**config.mk**
```make
export PLATFORM = sky130hd
export DESIGN_NAME = serial_subtractor_ctrl
export DESIGN_NICKNAME = d
export VERILOG_FILES = /design/src/rtl/serial_subtractor_ctrl.sv
export SDC_FILE = /design/constraint.sdc
export NUM_CORES = 1
export LEC_CHECK = 0
export ABC_AREA = 0
export CAP_MARGIN = 20
export CORE_MARGIN = 1.5
export CORE_UTILIZATION = 35
export CTS_BUF_LIST = sky130_fd_sc_hd__clkbuf_2 sky130_fd_sc_hd__clkbuf_4 sky130_fd_sc_hd__clkbuf_8
export DETAILED_ROUTE_END_ITERATION = 12
export GPL_ROUTABILITY_DRIVEN = 0
export PLACE_DENSITY = 0.59
export REMOVE_ABC_BUFFERS = 1
export SETUP_SLACK_MARGIN = 0.05
export SYNTH_ARGS = -nofsm -noshare
export SYNTH_HDL_FRONTEND = slang
export SYNTH_SLANG_ARGS = --single-unit
export TNS_END_PERCENT = 50
```
**constraint.sdc**
```tcl
create_clock -name clk -period 3.7 [get_ports clk]
set_clock_uncertainty 0.1 [all_clocks]
set_input_delay 0.74 -clock clk [delete_from_list [all_inputs] [get_ports clk]]
set_output_delay 0.74 -clock clk [all_outputs]
set_load 0.05 [all_outputs]
```
**src/rtl/serial_subtractor_ctrl.sv**
```systemverilog
// serial_subtractor_ctrl
// Bit-serial unsigned subtractor. A single 1-bit full-subtractor cell is
// reused once per clock, LSB first, with a registered borrow between bits.
// One subtraction takes WIDTH cycles in RUN plus one DONE cycle.
//
// Ports:
//   clk        rising-edge clock
//   rst        synchronous active-high reset
//   start      request an operation; honoured only in IDLE or DONE
//   a_in       minuend, captured on the accepting edge
//   b_in       subtrahend, captured on the accepting edge
//   busy       high while the operation is iterating (RUN)
//   done       one-cycle pulse; diff/borrow_out valid from this cycle
//   diff       (a - b) mod 2^WIDTH, held until the next completion
//   borrow_out final borrow, 1 when a < b (unsigned)
//   zero_flag  (SUB_FLAGS_EN only) diff == 0
//   eq_lt      (SUB_FLAGS_EN only) [1] a == b, [0] a < b
//
// Optional feature: define SUB_FLAGS_EN to add zero_flag and eq_lt.

module serial_subtractor_ctrl #(
    parameter int WIDTH = 8,
    parameter int CNT_W = $clog2(WIDTH + 1)
) (
    input  logic             clk,
    input  logic             rst,
    input  logic             start,
    input  logic [WIDTH-1:0] a_in,
    input  logic [WIDTH-1:0] b_in,
    output logic             busy,
    output logic             done,
    output logic [WIDTH-1:0] diff,
`ifdef SUB_FLAGS_EN
    output logic             zero_flag,
    output logic [1:0]       eq_lt,
`endif
    output logic             borrow_out
);

    typedef enum logic [1:0] {
        IDLE = 2'd0,
        RUN  = 2'd1,
        DONE = 2'd2
    } state_t;

    localparam logic [CNT_W-1:0] LAST_BIT = CNT_W'(WIDTH - 1);

    state_t           state;
    logic [WIDTH-1:0] a_sh;
    logic [WIDTH-1:0] b_sh;
    // Holds the WIDTH-1 bits produced so far; the final bit is merged in
    // directly on the completion edge, so no extra shift stage is needed.
    logic [WIDTH-2:0] res_sh;
    logic [CNT_W-1:0] cnt;
    logic             bor;

    logic             a0;
    logic             b0;
    logic             d;
    logic             bor_next;
    logic [WIDTH-1:0] res_cat;

`ifdef SUB_FLAGS_EN
    logic             any_one;
`endif

    // Full subtractor: two half-subtractor stages with the borrows ORed.
    always_comb begin
        a0       = a_sh[0];
        b0       = b_sh[0];
        d        = a0 ^ b0 ^ bor;
        bor_next = (~a0 & b0) | (~(a0 ^ b0) & bor);
        res_cat  = {d, res_sh};
    end

    always_ff @(posedge clk) begin
        if (rst) begin
            state      <= IDLE;
            busy       <= 1'b0;
            done       <= 1'b0;
            diff       <= '0;
            borrow_out <= 1'b0;
            a_sh       <= '0;
            b_sh       <= '0;
            res_sh     <= '0;
            cnt        <= '0;
            bor        <= 1'b0;
`ifdef SUB_FLAGS_EN
            any_one    <= 1'b0;
            zero_flag  <= 1'b0;
            eq_lt      <= 2'b00;
`endif
        end else begin
            case (state)
                IDLE, DONE: begin
                    done <= 1'b0;
                    if (start) begin
                        a_sh    <= a_in;
                        b_sh    <= b_in;
                        res_sh  <= '0;
                        bor     <= 1'b0;
                        cnt     <= '0;
`ifdef SUB_FLAGS_EN
                        any_one <= 1'b0;
`endif
                        busy    <= 1'b1;
                        state   <= RUN;
                    end else begin
                        busy  <= 1'b0;
                        state <= IDLE;
                    end
                end

                RUN: begin
                    a_sh    <= a_sh >> 1;
                    b_sh    <= b_sh >> 1;
                    res_sh  <= res_cat[WIDTH-1:1];
                    bor     <= bor_next;
                    cnt     <= cnt + CNT_W'(1);
`ifdef SUB_FLAGS_EN
                    any_one <= any_one | d;
`endif
                    if (cnt == LAST_BIT) begin
                        diff       <= res_cat;
                        borrow_out <= bor_next;
`ifdef SUB_FLAGS_EN
                        // diff == 0 exactly when a == b, so the sticky
                        // OR serves both zero_flag and eq_lt[1].
                        zero_flag  <= ~(any_one | d);
                        eq_lt      <= {~(any_one | d), bor_next};
`endif
                        busy       <= 1'b0;
                        done       <= 1'b1;
                        state      <= DONE;
                    end
                end

                default: begin
                    busy  <= 1'b0;
                    done  <= 1'b0;
                    state <= IDLE;
                end
            endcase
        end
    end

endmodule

```
==> results_dict.tcl, run 1 <==
set metrics [dict create \
    cts_setup_buffers 0 \
    start_kind "flip-flop" \
    drt_wl_total_um 3295 \
    via_per_inst 5.251 \
    crit_required_ns 2.86 \
    final.min_clock_period_ns 2.377 \
    drc 0 \
    ctsResizeCount 0 \
    critical_path_class "reg -> out" \
    wl_met3_um 153 \
    wl_met2_um 1486 \
    ioPinCount 30 \
    status "complete, no violations" \
    place_area_um2 1956 \
    fp-row-count 24 \
    clock.fmax_mhz 420.7 \
    cts_max_level 2 \
    layout_commonest_cell "dfxtp_1" \
    ant_nets 0 \
    ys_types 24 \
    cpLargestDelayFamily "buffers and inverters" \
    worstMarginPinSlew_ns 0.9785 \
    syn-instance-count 184 \
    cts_buffers 5 \
    grt_pass1_wl_um 5616 \
    drive_gt1_share_pct 6.280 \
    crit_path_top_delay_cell "clkdlybuf4s50_1" \
    routedWlPerCell_um 12.72 \
    yosys_warnings 0 \
    worstPathArrival_ns 1.54 \
    synthesis.area_um2 1675 \
    final_cell_mix "dfxtp_1, a21oi_1, clkdlybuf4s50_1" \
    tns_ns 0 \
    crit_path_end_kind "output port" \
    fin_ws_ns 1.323 \
    fin_crit_sh_pct 64.24 \
    num_vias 1360 \
    relSlewSlack_pct 34.76 \
    cap_violations 0 \
    grt_antenna_before_repair 0 \
    cts_buffer_depth 2 \
    drt_iter0_markers 77 \
    power.density_nw_per_um2 409.2 \
    dr.max_layer_used "met4" \
    hold_ws_ns 0.3570 \
    rsz0062_at_grt "no" \
    hpwl_um 2044 \
    insertion_delay_ns 0.29 \
    wl_met1_um 1623 \
    ys_ff_latch 40 \
    cts_root_buf "clkbuf_8" \
    core_area_um2 4474 \
    grt_use_total_pct 13.60 \
    die_h_um 72.19 \
    grt_pass1_vias 1269 \
    die_w_um 72.19 \
    yosysSeqAreaShare_pct 47.80 \
    overflow 0 \
    final_nets 227 \
    port_buffers 29 \
    critPathBufInv 1 \
    cts_tree "done" \
    cts_sinks 40 \
    area_growth_syn_to_layout_pct 23.15 \
    first_pass_iters 5 \
    p_leak_uw 0.0006838 \
    num_antenna_cells 0 \
    stdcell_area_um2 2063 \
    grt_max_degree 42 \
    path_clk_slew_ns 0.08 \
    setup_viol 0 \
    final-max-slew-violation-count 0 \
    final-hold-violation-count 0 \
    dp_slack_ns 1.277 \
    critPathMaxFanout 5 \
    hold_buffers 0 \
    min_path_type "reg -> reg" \
    slowest_delay_ns 0.84 \
    crit_chain "clkdlybuf4s50_1" \
    peakVddDrop_mv 0.1716 \
    start_util_pct 37.44 \
    syn_avg_cell_area_um2 9.105 \
    fp.dieArea_um2 5211 \
]
==> cell type report <==
class	instances	area, um2
fill	441	2411
sequential	40	800.8
multi-input combinational	124	773.2
timing repair buffer	32	320.3
clock buffer	6	82.58
tap	52	65.06
inverter	3	11.26
clock inverter	2	10.01
==> per-stage QoR <==
step	cells	util (%)	total power (uW)
2_1_floorplan	167	-	513.3
3_3_place_gp	250	43.71	554.8
3_5_place_dp	250	43.71	559.0
4_1_cts	258	45.78	850.9
5_1_grt	259	46.11	884.2
6_report	259	46.11	844.3
==> per-layer routing <==
metal / vias up / global-route usage, %
li1: 683 / -
met1: 633 / 17.20
met2: 39 / 22.12
met3: 5 / 3.750
met4: 0 / 5.241
met5: - / 0
==> registers in the layout (all words and copies together), names as in the netlist <==
register and cells:
done 1, a_sh 8, bor 1, b_sh 8
state 2, cnt 4, borrow_out 1, res_sh 7
diff 8
==> synth_stat cells, drive strengths merged <==
cell type,instances,share of area (%)
and4b,1,0.60
fa,1,1.2
a211oi,2,0.90
nand3,27,8.1
inv,3,0.67
clkbuf,5,1.1
o211ai,1,0.45
nand3b,1,0.45
a21oi,29,8.7
nor2b,4,1.9
buf,12,4.3
or3,1,0.37
mux2,2,1.6
nand2b,20,7.5
a22oi,14,6.3
mux2i,8,4.8
ha,1,0.75
dfxtp,40,48
nand2,10,2.2
nor2,2,0.45
==> report_power, final <==
group          switching [uW]  internal (uW)  total, uW
clock                     144            149        293
combinational            53.2           43.5       96.7
sequential               9.09            446        455
total                     207            638        844
==> path summary, 6_finish.rpt <==
| path | startpoint | to | slack [ns] | depth (start not counted) |
|---|---|---|---|---|
| min reg2reg | done | done | 0.36 | 2 |
| max reg2reg | state[0] | borrow_out | 1.45 | 3 |
| max | state[0] | busy | 1.32 | 1 |
| min | done | done | 0.36 | 2 |
==> logic make-up (layout without fill, tap and decap cells) <==
group / count (synthesis) / in the layout / synth area share [%]
simple gates: 66 / 66 / 21.58
compound gates: 46 / 46 / 16.28
flops: 40 / 40 / 47.80
buf+inv: 20 / 43 / 6.049
mux: 10 / 10 / 6.348
fa+ha+maj: 2 / 2 / 1.942
(Power assumes the default switching activity.)
==> inputs of run 2 (changes only) <==
Clock period 3.7 ns to 2.3 ns, I/O delays scaled along.
==> results_dict.tcl, run 2 (synthesis results as in run 1) <==
set metrics [dict create \
    status "complete, no violations" \
    via_per_inst 5.217 \
    crit_path_end_kind "output port" \
    worstPathArrival_ns 1.51 \
    hpwl_um 2255 \
    cts_sinks 40 \
    die_w_um 72.19 \
    overflow 0 \
    crit_path_top_delay_cell "clkdlybuf4s50_1" \
    ioPinCount 30 \
    relSlewSlack_pct 66.30 \
    start_util_pct 37.44 \
    core_area_um2 4474 \
    wl_met1_um 1446 \
    critPathMaxFanout 5 \
    wl_met3_um 201 \
    p_seq_share_pct 53.5 \
    p_total_uw 1367 \
    num_vias 1372 \
    routedWlPerCell_um 12.91 \
    clock.fmax_mhz 482.6 \
    start_kind "flip-flop" \
    die_h_um 72.19 \
    cts_tree "done" \
    cts_buffers 5 \
    hold_buffers 0 \
    p_leak_uw 0.0007051 \
    p_sw_share_pct 24.55 \
    drive_gt1_share_pct 8.057 \
    min_path_type "reg -> reg" \
    fp-row-count 24 \
    top_regs "a_sh (8), b_sh (8), diff (8)" \
    cp.depth 1 \
    insertion_delay_ns 0.29 \
    area_growth_syn_to_layout_pct 25.24 \
    final_core_util_pct 46.90 \
    final.min_clock_period_ns 2.072 \
    layout_commonest_cell "dfxtp_1" \
    switching_power_uw 335.7 \
    slowest_delay_ns 0.83 \
    cpLargestDelayFamily "buffers and inverters" \
    dr.max_layer_used "met4" \
    path_clk_slew_ns 0.07 \
    final-hold-violation-count 0 \
    drc 0 \
    final-max-slew-violation-count 0 \
    final_cell_mix "dfxtp_1, a21oi_1, clkdlybuf4s50_1" \
    wl_met2_um 1730 \
    intPower_uw 1032 \
    cts_max_level 2 \
    crit_chain "clkdlybuf4s50_1" \
    fp.dieArea_um2 5211 \
    grt_pass1_vias 1309 \
    critical_path_class "reg -> out" \
    hold_depth 2 \
    power.density_nw_per_um2 651.6 \
    nFillCells 432 \
    tns_ns 0 \
    grt_antenna_before_repair 0 \
    cts_buffer_depth 2 \
    final_nets 231 \
    drt_iter0_markers 124 \
    worstMarginPinSlew_ns 0.5039 \
    first_pass_iters 4 \
    r2r_cells 3 \
    ctsResizeCount 0 \
    cts_setup_buffers 0 \
    port_buffers 29 \
    ant_nets 0 \
    cts_root_buf "clkbuf_8" \
    critPathBufInv 1 \
    grt_max_degree 50 \
    setup_viol 0 \
    crit_required_ns 1.74 \
    grt_use_total_pct 14.66 \
    grt_pass1_wl_um 5954 \
    pwr-share-comb_pct 11.9 \
    cap_violations 0 \
    num_antenna_cells 0 \
    rsz0062_at_grt "no" \
    clkPwrFrac_pct 34.7 \
    drt_wl_total_um 3396 \
    fin_crit_sh_pct 90.09 \
    peakVddDrop_mv 0.3298 \
]
-- run 2: cell type report --
| type | instances | area (um2) | area share, % |
|---|---|---|---|
| flip-flops and latches | 40 | 800.8 | 38.16 |
| repair buffers | 36 | 355.3 | 16.94 |
| multi-input cells | 124 | 773.2 | 36.85 |
| clock buffers | 6 | 82.58 | 3.936 |
| well taps | 52 | 65.06 | 3.101 |
| inverters | 3 | 11.26 | 0.5367 |
| clock inverters | 2 | 10.01 | 0.4770 |
-- run 2: worst paths after layout --
check | from | slack (ns) | end
setup / recovery | state[0] | 0.23 | busy
hold / removal | done | 0.36 | done
setup reg to reg | state[1] | 0.82 | cnt[2]
hold reg to reg | done | 0.36 | done
-- run 2: per-layer routing --
layer / vias up / global-route usage [%]
li1: 689 / -
met1: 644 / 16.28
met2: 37 / 26.23
met3: 2 / 5.278
met4: 0 / 4.403
met5: - / 0
-- run 2: stage by stage --
stage | hold WS [ns] | instance area (um2) | cells | setup WS [ns]
global route | 0.3931 | 2098 | 263 | 0.1583
finish | 0.3605 | 2098 | 263 | 0.2280
detailed placement | 0.3564 | 2006 | 255 | 0.5099
global placement | 0.3471 | 2006 | 255 | 0.5479
floorplan | 0.3395 | 1585 | 167 | 0.05124
CTS | 0.3682 | 2098 | 263 | 0.2018
-- run 2: power by group through the flow --
stage / logic, uW / registers (uW) / clock network (uW)
CTS: 163 / 731 / 499
finish: 162 / 731 / 474
global placement: 159 / 746 / 0
global route: 180 / 735 / 529
detailed placement: 163 / 747 / 0
floorplan: 77.0 / 749 / 0
==> variant 1 (flow settings as in run 2) <==
Encoding of `state_t`: now one-hot (3 bits for 3 states).
--- a/src/rtl/serial_subtractor_ctrl.sv
+++ b/src/rtl/serial_subtractor_ctrl.sv
@@ -39,6 +39,6 @@
 
-    typedef enum logic [1:0] {
-        IDLE = 2'd0,
-        RUN  = 2'd1,
-        DONE = 2'd2
+    typedef enum logic [2:0] {
+        IDLE = 3'b001,
+        RUN  = 3'b010,
+        DONE = 3'b100
     } state_t;
Function: no difference found for any inputs over 10 cycles, from zero or initial values and one cycle with rst high; not proved beyond that.
==> variant 1 against run 2 <==
- design area is 9.1% higher
- routed wire length is 16% higher
- sequential share of layout area is 1.4 points lower
- power is 4.4% higher
- sequential cell count is 2 higher
- setup slack better by 73 ps
- critical path type unchanged
- via count is 14% higher
- area after synthesis is 12% higher
==> variant 1: results (changes against run 2) <==
.. list-table::
   :header-rows: 1

   * - Metric
     - Value
   * - Run status
     - complete, no violations (unchanged)
   * - Cell group occupying the most layout area
     - multi-input combinational cells (was flip-flops and latches)
   * - Fraction of the mapped netlist area in compound gates
     - 0.210 (was 0.163)
   * - Overall fraction of global-route tracks in use
     - 0.147 (about the same)
   * - Sequential element share of the synthesized area
     - 0.447 (was 0.478)
   * - Sequential fraction of total cell area
     - 0.367 (was 0.382)
   * - Hold worst-path end
     - diff[6] (was done)
   * - Vias in the first global route
     - 1,511 (was 1,309)
   * - Post-route standard cell area excluding fillers
     - 2290 µm² (was 2100 µm²)
   * - Number of non-clock buffers
     - 39 (was 36)
   * - Reported leakage power
     - 0.000762 µW (was 0.000705 µW)
   * - Largest net degree at the start of global routing
     - 29 (was 50)
   * - Count of distinct cell types in the synthesized netlist
     - 34 (was 24)
   * - Top cells by count, synth
     - 42 x sky130_fd_sc_hd__dfxtp_1, 30 x sky130_fd_sc_hd__nand2_1, 15 x sky130_fd_sc_hd__a21oi_1 (was 40 x sky130_fd_sc_hd__dfxtp_1, 29 x sky130_fd_sc_hd__a21oi_1, 27 x sky130_fd_sc_hd__nand3_1)
   * - Count of filler cells inserted in the layout
     - 563 (was 432)
   * - Multi-input combinational cell count
     - 137 (was 124)
   * - Final sequential cell count
     - 42 (was 40)
   * - Worst hold start
     - res_sh[6] (was done)
   * - Combinational cell power
     - 184 µW (was 162 µW)
   * - Critical Path Start
     - busy (was state[0])
   * - Fraction of synthesized area in multiplexers
     - 0 (was 0.0635)
   * - Post-Place Worst Slack
     - 217 ps (was 510 ps)
   * - Placed standard-cell area
     - 2210 µm² (was 2010 µm²)
   * - Final-layout clock buffer total
     - 7 (was 6)
   * - WL met1
     - 2050 µm (was 1450 µm)
   * - Share of the final layout cell area in multi-input gates
     - 0.393 (was 0.369)
   * - Switching power share of the total
     - 0.242 (was 0.246)
## variant 1: cell types whose count changed in the layout (fill, tap and decap cells not counted), moves of 7 or more
cell / run 2 / this run
sky130_fd_sc_hd__nor4_1: 0 / 14
sky130_fd_sc_hd__nand2_1: 10 / 30
sky130_fd_sc_hd__a311oi_2: 0 / 7
sky130_fd_sc_hd__nand2b_1: 20 / 9
sky130_fd_sc_hd__a311oi_1: 0 / 9
sky130_fd_sc_hd__mux2i_1: 8 / 0
sky130_fd_sc_hd__o21ai_1: 0 / 12
sky130_fd_sc_hd__nand3_1: 27 / 10
sky130_fd_sc_hd__a21oi_1: 29 / 15
sky130_fd_sc_hd__a22oi_1: 14 / 0
## variant 1: worst max-delay path by stage
stage               slack [ps]  depth (start not counted)        end
floorplan                  -80                          3     cnt[3]
global route               250                          1       busy
detailed placement         220                          4  res_sh[0]
finish                     300                          1       busy
global placement           290                          4     cnt[3]
CTS                        250                          3  res_sh[0]
==> variant 2 (config.mk and constraints of run 2) <==
Made on the original files. Add a define of `SUB_FLAGS_EN`.
--- a/src/rtl/serial_subtractor_ctrl.sv
+++ b/src/rtl/serial_subtractor_ctrl.sv
@@ -19,2 +19,4 @@
 // Optional feature: define SUB_FLAGS_EN to add zero_flag and eq_lt.
+
+`define SUB_FLAGS_EN
 
Check against the original RTL (old outputs only; new: eq_lt and zero_flag): equivalent (Yosys induction, for registers that start in step).
==> variant 2 against run 2 <==
- critical path depth unchanged
- setup slack got worse by 17 ps
- routed wire length increased by 4.3%
- power increased by 21%
- area after synthesis increased by 6.0%
- global-route usage decreased by 0.58 points
- sequential cell count increased by 2
- non-clock buffer count increased by 2
- design area increased by 8.1%
- clock power increased by 52%
- largest cell class unchanged
==> variant 2: results (changes against run 2) <==
.. list-table::
   :header-rows: 1

   * - Metric
     - Value
   * - Vias in the first global route
     - 1,289 (was 1,309)
   * - Regs by FF count
     - a_sh x8, b_sh x8, diff x8 (unchanged)
   * - Total vias in the final route
     - 1,419 (was 1,372)
   * - Slew at the pin with the worst max-slew slack
     - 500 ps (was 504 ps)
   * - Count of distinct cell types in the synthesized netlist
     - 29 (was 24)
   * - Top cells by count, synth
     - 42 x sky130_fd_sc_hd__dfxtp_1, 30 x sky130_fd_sc_hd__a21oi_1, 27 x sky130_fd_sc_hd__nand3_1 (was 40 x sky130_fd_sc_hd__dfxtp_1, 29 x sky130_fd_sc_hd__a21oi_1, 27 x sky130_fd_sc_hd__nand3_1)
   * - 1st-iter DRT viols
     - 124 (unchanged)
   * - Reported leakage power
     - 0.000762 µW (was 0.000705 µW)
   * - Worst endpoint data arrival time
     - 1530 ps (was 1510 ps)
   * - Sequential element share of the synthesized area
     - 0.474 (was 0.478)
   * - Overall fraction of global-route tracks in use
     - 0.141 (was 0.147)
   * - Ranking of synthesized cells by area
     - sky130_fd_sc_hd__dfxtp_1 47%, sky130_fd_sc_hd__a21oi_1 8.5%, sky130_fd_sc_hd__nand3_1 7.6% (was sky130_fd_sc_hd__dfxtp_1 48%, sky130_fd_sc_hd__a21oi_1 8.7%, sky130_fd_sc_hd__nand3_1 8.1%)
   * - Largest net degree at the start of global routing
     - 40 (was 50)
   * - Input/output buffers
     - 32 (was 29)
   * - Worst-path cell with the longest stage delay
     - sky130_fd_sc_hd__clkdlybuf4s50_1 (unchanged)
   * - Global-route wire length before repair
     - 5870 µm (was 5950 µm)
   * - Crit-path leading delay family
     - buffers and inverters (unchanged)
   * - Run status
     - complete, no violations (unchanged)
   * - Clock insertion delay at the later pin of the skew report
     - 290 ps (about the same)
   * - Fraction of final layout cells sized beyond drive strength 1
     - 0.0856 (was 0.0806)
   * - Final routed wirelength across all metal layers
     - 3540 µm (was 3400 µm)
   * - DPL Wire Length
     - 2150 µm (was 2260 µm)
   * - Top fanout value on the critical path
     - 6 (was 5)
   * - Count of antenna diodes in the layout
     - 0 (unchanged)
   * - Final net count
     - 242 (was 231)
   * - Peak VDD IR
     - 517 µV (was 330 µV)
-- variant 2: path summary, 6_finish.rpt --
check	startpoint	endpoint	slack, ps	depth (start not counted)
max reg2reg	cnt[0]	diff[0]	790	4
min reg2reg	done	done	360	2
min	done	done	360	2
max	state[0]	busy	210	1
-- variant 2: final cells by class --
class | instances | area (µm²)
multi-input cells | 132 | 815
inverters | 2 | 7.51
repair buffers | 38 | 378
clock buffers | 6 | 82.6
fillers | 505 | 2550
flip-flops and latches | 42 | 841
well taps | 67 | 83.8
clock inverters | 2 | 60.1
-- variant 2: kinds of logic after synthesis --
family / share of synthesized area
adder cells (fa/ha/maj): 0.0183
buffers and inverters: 0.0677
flip-flops: 0.474
AO/OA/AOI/OAI: 0.168
multiplexers: 0.0543
AND/OR/NAND/NOR: 0.218
-- variant 2: per-layer routing --
layer,track usage,up-vias,share of wire
li1,-,735,-
met1,0.182,650,0.50
met3,0.0488,2,0.043
met2,0.220,32,0.45
met4,0.0485,0,0.0065
met5,0,-,0
-- variant 2: metrics by stage --
step	instances	setup slack, ps	hold slack, ps	util	cell area, µm²
floorplan	176	303	339	-	1660
global placement	281	421	350	0.441	2120
detailed placement	281	414	353	0.441	2120
CTS	289	191	361	0.471	2270
global route	289	159	385	0.471	2270
finish	289	211	358	0.471	2270
-- variant 2: report_power, final --
| group | internal, µW | leakage [µW] | switching, µW |
|---|---|---|---|
| registers | 752 | 0.000341 | 14.6 |
| logic | 79.2 | 0.000349 | 90.6 |
| clock network | 463 | 0.0000714 | 256 |
| total | 1290 | 0.000762 | 361 |
